===== src/rtl/line_err_gen.sv =====
// ---------------------------------------------------------------------------
// line_err_gen
//
// Periodic IR line-sensor sweep controller. Once every PERIOD clocks it
// enables the IR emitters, waits SETTLE clocks for the receivers to settle,
// then converts the eight sensor channels in order through an external A2D.
// Each result is weighted by its lateral position (-8 .. +8) and summed into
// a signed accumulator. After the last channel the saturated sum is published
// as a 16-bit signed line-position error.
//
// Ports
//   clk        in   1   system clock, rising edge
//   rst_n      in   1   asynchronous active-low reset
//   en         in   1   sweep enable; low returns the block to IDLE
//   cnv_cmplt  in   1   A2D conversion-done pulse
//   res        in  12   A2D result (unsigned), valid with cnv_cmplt
//   IR_en      out  1   IR emitter enable
//   strt_cnv   out  1   one-cycle A2D conversion request
//   chnnl      out  3   A2D channel select
//   error      out 16   signed line-position error, held between updates
//   err_vld    out  1   one-cycle pulse, error updated on the same edge
//   flt        out  1   one-cycle pulse, conversion timed out
// ---------------------------------------------------------------------------
module line_err_gen #(
    parameter int unsigned PERIOD = 4096,
    parameter int unsigned SETTLE = 1024,
    parameter int unsigned TMO    = 255
) (
    input  logic        clk,
    input  logic        rst_n,
    input  logic        en,
    input  logic        cnv_cmplt,
    input  logic [11:0] res,
    output logic        IR_en,
    output logic        strt_cnv,
    output logic [2:0]  chnnl,
    output logic [15:0] error,
    output logic        err_vld,
    output logic        flt
);

    localparam int unsigned PER_W = (PERIOD > 2) ? $clog2(PERIOD) : 1;
    localparam int unsigned SET_W = (SETTLE > 2) ? $clog2(SETTLE) : 1;
    localparam int unsigned TMO_W = (TMO > 2)    ? $clog2(TMO)    : 1;
    localparam int unsigned ACC_W = 17;
    localparam int unsigned ERR_W = 16;

    localparam logic [2:0] S_IDLE   = 3'd0;
    localparam logic [2:0] S_PER    = 3'd1;
    localparam logic [2:0] S_SETTLE = 3'd2;
    localparam logic [2:0] S_REQ    = 3'd3;
    localparam logic [2:0] S_WAIT   = 3'd4;
    localparam logic [2:0] S_DONE   = 3'd5;

    logic [2:0]       state_q,   state_d;
    logic [PER_W-1:0] per_cnt_q, per_cnt_d;
    logic [SET_W-1:0] set_cnt_q, set_cnt_d;
    logic [TMO_W-1:0] tmo_cnt_q, tmo_cnt_d;
    logic [2:0]       ch_idx_q,  ch_idx_d;
    logic [ACC_W-1:0] acc_q,     acc_d;
    logic [ERR_W-1:0] error_q,   error_d;
    logic             ir_en_q,   ir_en_d;
    logic             strt_q,    strt_d;
    logic             err_vld_q, err_vld_d;
    logic             flt_q,     flt_d;

    logic             per_wrap;
    logic             set_done;
    logic             tmo_done;
    logic [1:0]       shamt;
    logic [ACC_W-1:0] res_weighted;
    logic [ACC_W-1:0] acc_next;
    logic [ERR_W-1:0] acc_sat;

    // Period counter wraps on its last count; only PER acts on the wrap.
    assign per_wrap = (per_cnt_q == PER_W'(PERIOD - 1));
    assign set_done = (set_cnt_q == SET_W'(SETTLE - 1));
    assign tmo_done = (tmo_cnt_q == TMO_W'(TMO - 1));

    // Position weight as a shift: ch0..3 -> 8,4,2,1 (subtract), ch4..7 -> 1,2,4,8 (add).
    assign shamt        = ch_idx_q[2] ? ch_idx_q[1:0] : ~ch_idx_q[1:0];
    assign res_weighted = {5'b0, res} << shamt;
    assign acc_next     = ch_idx_q[2] ? (acc_q + res_weighted) : (acc_q - res_weighted);

    // Clamp the 17-bit signed sum into 16 bits; bits [16:15] disagree only on overflow.
    always_comb begin
        acc_sat = acc_q[ERR_W-1:0];
        case (acc_q[ACC_W-1:ACC_W-2])
            2'b01:   acc_sat = 16'h7FFF;
            2'b10:   acc_sat = 16'h8000;
            default: acc_sat = acc_q[ERR_W-1:0];
        endcase
    end

    // Next-state and next-output logic.
    always_comb begin
        state_d   = state_q;
        per_cnt_d = per_cnt_q;
        set_cnt_d = set_cnt_q;
        tmo_cnt_d = tmo_cnt_q;
        ch_idx_d  = ch_idx_q;
        acc_d     = acc_q;
        error_d   = error_q;
        err_vld_d = 1'b0;
        flt_d     = 1'b0;

        // Free-running sweep period; keeps the sweep grid fixed regardless of sweep outcome.
        if (state_q != S_IDLE) begin
            per_cnt_d = per_wrap ? '0 : (per_cnt_q + PER_W'(1));
        end

        if (!en) begin
            // Disable overrides everything; any partial sweep is discarded.
            state_d   = S_IDLE;
            per_cnt_d = '0;
            set_cnt_d = '0;
            tmo_cnt_d = '0;
            ch_idx_d  = '0;
            acc_d     = '0;
        end else begin
            case (state_q)
                S_IDLE: begin
                    per_cnt_d = '0;
                    set_cnt_d = '0;
                    tmo_cnt_d = '0;
                    ch_idx_d  = '0;
                    acc_d     = '0;
                    state_d   = S_PER;
                end

                S_PER: begin
                    if (per_wrap) begin
                        acc_d     = '0;
                        ch_idx_d  = '0;
                        set_cnt_d = '0;
                        state_d   = S_SETTLE;
                    end
                end

                S_SETTLE: begin
                    if (set_done) begin
                        state_d = S_REQ;
                    end else begin
                        set_cnt_d = set_cnt_q + SET_W'(1);
                    end
                end

                S_REQ: begin
                    tmo_cnt_d = '0;
                    state_d   = S_WAIT;
                end

                S_WAIT: begin
                    // A completion on the timeout edge still counts as a completion.
                    if (cnv_cmplt) begin
                        acc_d = acc_next;
                        if (ch_idx_q == 3'd7) begin
                            state_d = S_DONE;
                        end else begin
                            ch_idx_d = ch_idx_q + 3'd1;
                            state_d  = S_REQ;
                        end
                    end else if (tmo_done) begin
                        flt_d   = 1'b1;
                        state_d = S_PER;
                    end else begin
                        tmo_cnt_d = tmo_cnt_q + TMO_W'(1);
                    end
                end

                S_DONE: begin
                    error_d   = acc_sat;
                    err_vld_d = 1'b1;
                    state_d   = S_PER;
                end

                default: begin
                    state_d = S_IDLE;
                end
            endcase
        end

        // Emitters lit only while a sweep is actively converting.
        ir_en_d = (state_d == S_SETTLE) || (state_d == S_REQ) || (state_d == S_WAIT);
        strt_d  = (state_d == S_REQ);
    end

    // State and output registers.
    always_ff @(posedge clk or negedge rst_n) begin
        if (!rst_n) begin
            state_q   <= S_IDLE;
            per_cnt_q <= '0;
            set_cnt_q <= '0;
            tmo_cnt_q <= '0;
            ch_idx_q  <= '0;
            acc_q     <= '0;
            error_q   <= '0;
            ir_en_q   <= 1'b0;
            strt_q    <= 1'b0;
            err_vld_q <= 1'b0;
            flt_q     <= 1'b0;
        end else begin
            state_q   <= state_d;
            per_cnt_q <= per_cnt_d;
            set_cnt_q <= set_cnt_d;
            tmo_cnt_q <= tmo_cnt_d;
            ch_idx_q  <= ch_idx_d;
            acc_q     <= acc_d;
            error_q   <= error_d;
            ir_en_q   <= ir_en_d;
            strt_q    <= strt_d;
            err_vld_q <= err_vld_d;
            flt_q     <= flt_d;
        end
    end

    // Channel index register doubles as the channel select; it changes only
    // when the current channel's completion is taken or a new sweep begins.
    assign IR_en    = ir_en_q;
    assign strt_cnv = strt_q;
    assign chnnl    = ch_idx_q;
    assign error    = error_q;
    assign err_vld  = err_vld_q;
    assign flt      = flt_q;

endmodule

===== config.mk =====
export PLATFORM = sky130hd
export DESIGN_NAME = line_err_gen
export DESIGN_NICKNAME = d
export VERILOG_FILES = /design/src/rtl/line_err_gen.sv
export SDC_FILE = /design/constraint.sdc
export NUM_CORES = 1
export LEC_CHECK = 0
export BUFFER_PORTS_ARGS = -buffer_cell sky130_fd_sc_hd__buf_4
export CORE_MARGIN = 5
export CORE_UTILIZATION = 50
export DETAILED_ROUTE_END_ITERATION = 10
export PLACE_DENSITY = 0.68
export SYNTH_ARGS = -nofsm -noshare
export SYNTH_HDL_FRONTEND = slang
export SYNTH_SLANG_ARGS = --single-unit

===== constraint.sdc =====
create_clock -name clk -period 10.2 [get_ports clk]
set_input_delay 1.02 -clock clk [delete_from_list [all_inputs] [get_ports clk]]
set_output_delay 1.02 -clock clk [all_outputs]
set_load 0.01 [all_outputs]

==> impl_metrics.csv <==
group,metric,value,unit
placed_design,placed_cells,747,
worst_setup_path,cp-endpoint,"acc_q[13]",
global_route,overflow,0,
die,die_w,111.4,um
die,core.rowCount,37,
placed_design,place_congestion,0.8384,
die,dieArea,0.01241,sq mm
clock_network,clock_sinks,73,
synth,synth.largest_area_cell,"dfrtp_1",
placed_design,port_buffers,38,
worst_setup_path,worstPathRequired,10.49,ns
power_and_ir_drop,power_density,94.52,mW/mm^2
synth,synthArstFlopShare,100.0,%
synth,ys_seq_elements,73,
layout,final-seq-area,0.001827,sq mm
timing,period_share,47.13,%
die,io_pins,39,
global_route,grt_pass1_vias,4102,
synth,yosysWarnings,0,
layout,drive_gt1_share,9.615,%
timing,slew_viol_final,0,
routing,drtPass1Iterations,4,
clock_network,ctsResizeCount,0,
layout,final_util,55.11,%
layout,insertedDiodeCount,0,
layout,multiInputGateArea,0.003072,sq mm
hold_path,whs_path_depth,2,
routing,via_per_inst,5.599,
worst_setup_path,crit_arrival,5.10,ns
layout,layout.nets,664,
worst_setup_path,crit_path_max_incr_delay,0.86,ns
placed_design,hpwl,7.875,mm
clock_network,clock_latency,0.35,ns
die,fp.dieH,111.4,um
routing,vias,4255,
worst_setup_path,r2r_cells,13,
global_route,grt_pass1_wl,18.86,mm
timing,tightest_slew,1.122,ns
clock_network,cts_tree,"yes",
synth,netlist_instances,605,
worst_setup_path,r2r-end,"acc_q[13]",
global_route,grt_max_degree,74,
clock_network,cts.path.max_buffers,2,
routing,routed_wl,10.78,mm
synth,synth.distinct_cells,59,
routing,wl_per_cell,14.18,um
synth,synth_top_area_share,35.54,%
synth,synthTopCellsByArea,"dfrtp_1 36%, o21ai_0 7.0%, ha_1 6.1%, nand2_1 5.3%, mux2i_1 4.7%",
worst_setup_path,cp_slowest_cell,"xor2_1",
timing,fmax,0.2080,GHz
timing,finalSetupViolations,0,
clock_network,cts.clk_slew.worst_paths,0.07,ns
layout,area_delta_synth_final,9.201,%
synth,synth_fp_nets,647,
clock_network,cts-hold-fix-buffers,0,
power_and_ir_drop,ir_drop,0.00004625,V
global_route,grtUsageTotal,17.94,%
timing,setup_tns,0,ns
layout,stdcell_count,760,
die,core_region_area,0.01018,sq mm
layout,fillers,946,
clock_network,post-cts-setup-buffers,0,
timing,rsz0062_at_grt,"no",
clock_network,cts_root_buf,"clkbuf_8",
worst_setup_path,critPathMaxFanout,37,
synth,yosysSeqAreaShare,35.54,%
worst_setup_path,r2r_slack,5.39,ns
timing,finClkSkew,0.008974,ns
status,outcome,"completed",
worst_setup_path,startpoint,"chnnl[2]",
synth,synth_edf_count,0,
worst_setup_path,cp_cell_sequence,"buf_4 > xor2_1 > mux4_2 > nor4b_4 > a21oi_1 > xor2_1 > ha_1 > a21o_1 > a21o_1 > a221oi_1 > o21ai_0 > nor4b_1 > a211o_1",
routing,drc_errors,0,
worst_setup_path,path_class,"flip-flop to flip-flop",
synth,synth_area,0.005140,sq mm
timing,slew_headroom,24.44,%
worst_setup_path,rr_startpoint,"chnnl[2]",
routing,drt_iter0_drc,229,
clock_network,cts-buffers-inserted,9,
worst_setup_path,endpoint_kind,"flip-flop",
hold_path,hp-class,"flip-flop to flip-flop",
clock_network,cts.htree.levels,3,
die,initial_utilization,50.47,%
global_route,antenna_found_initial,0,
timing,fin_ws,5.393,ns
timing,hold_violations,0,
flow_run,max-cap-violations,0,
synth,ys.flop_type,"dfrtp_1",
placed_design,place_ws,5.406,ns
routing,antenna_left,0,
timing,period_minus_slack,4.807,ns
synth,postSynthAreaPerCell,8.496,sq um
worst_setup_path,start_kind,"flip-flop",
power_and_ir_drop,p_leak,2.582,nW
## cells by family (layout without fill, tap and decap cells)
logic type      after synthesis  count (layout)  synth area share, %
xor+xnor                     42              42                7.303
fa+ha+maj                    26              26                6.475
buf+inv                      59              78                4.698
flops                        73              73                35.54
simple gates                203             203                18.99
compound gates              171             171                20.13
mux                          31              31                6.864
## where the power goes
part           total (W)  switching (W)  internal, W
Combinational  0.0000506      0.0000318    0.0000188
Sequential      0.000292     0.00000144     0.000290
Clock           0.000188      0.0000975    0.0000907
Total           0.000531       0.000131     0.000400
## flip-flops by register name (all words and copies together), names as in the netlist
| register | count |
|---|---|
| acc_q | 17 |
| per_cnt_q | 12 |
| error | 16 |
| IR_en | 1 |
| err_vld | 1 |
| state_q | 3 |
| set_cnt_q | 10 |
| tmo_cnt_q | 8 |
| flt | 1 |
| strt_cnv | 1 |
| chnnl | 3 |
## layer usage
layer / up-vias / GRT usage (%) / routed length (um)
met5: - / 0 / 0
met3: 12 / 3.043 / 361
met4: 0 / 6.245 / 154
met2: 64 / 27.34 / 4649
met1: 2009 / 25.91 / 5611
li1: 2170 / - / -
## worst min path at each step
| stage | from | end | slack, ns |
|---|---|---|---|
| 2_1_floorplan | per_cnt_q[0] | per_cnt_q[0] | 0.45 |
| 3_3_place_gp | error[5] | error[5] | 0.46 |
| 3_5_place_dp | error[14] | error[14] | 0.47 |
| 4_1_cts | error[14] | error[14] | 0.49 |
| 5_1_grt | error[15] | error[15] | 0.52 |
| 6_report | error[14] | error[14] | 0.49 |
## layout by cell type, fill, tap and decap left out, types with 3 or more instances in the layout
cell type  instances
a21o_1             7
a21oi_1           38
a22o_1             4
a22oi_1            5
a41oi_1            3
and3_1            11
buf_4             40
clkbuf_8          10
dfrtp_1           73
ha_1              25
inv_1             25
mux2_2             4
mux2i_1           24
mux4_2             3
nand2_1           73
nand2b_1          14
nand3_1           15
nand3b_1           3
nand4_1            6
nor2_1            48
nor2b_1            7
nor3_1             9
nor3b_1            6
o21a_1             3
o21ai_0           72
o21bai_1           3
o22a_1             3
o22ai_1            4
o31ai_1            6
or3_1              4
xnor2_1           16
xor2_1            25
## cell usage after synthesis (15+ instances only)
library cell,number
dfrtp_1,73
nand2_1,73
o21ai_0,72
nor2_1,48
a21oi_1,38
ha_1,25
inv_1,25
xor2_1,25
clkbuf_1,24
mux2i_1,24
xnor2_1,16
nand3_1,15
## stage by stage
stage,hold slack [ns],total power [W],cell area (sq um)
after floorplan,0.4546,0.0003287,5140
after global placement,0.4646,0.0003467,5463
after detailed placement,0.4721,0.0003480,5463
after CTS,0.4877,0.0005360,5613
after global routing,0.5179,0.0005527,5613
final,0.4850,0.0005306,5613
## critical path, delay by kind of cell, from the launching register on
kind | cells | cell delay [ns]
XOR/XNOR | 2 | 1.02
flip-flops | 1 | 0.33
AO/OA/AOI/OAI | 6 | 1.38
multiplexers | 1 | 0.67
adder cells (fa/ha/maj) | 1 | 0.36
buffers and inverters | 1 | 0.34
AND/OR/NAND/NOR | 2 | 0.65
## final cells by class
class | count | area share (%)
Timing Repair Buffer | 40 | 5.350
Sequential cell | 73 | 32.55
Inverter | 25 | 1.672
Multi-Input combinational cell | 473 | 54.73
Clock inverter | 1 | 0.08917
Clock buffer | 12 | 2.586
Tap cell | 136 | 3.032
No activity file was read; power rests on OpenSTA's default activity.
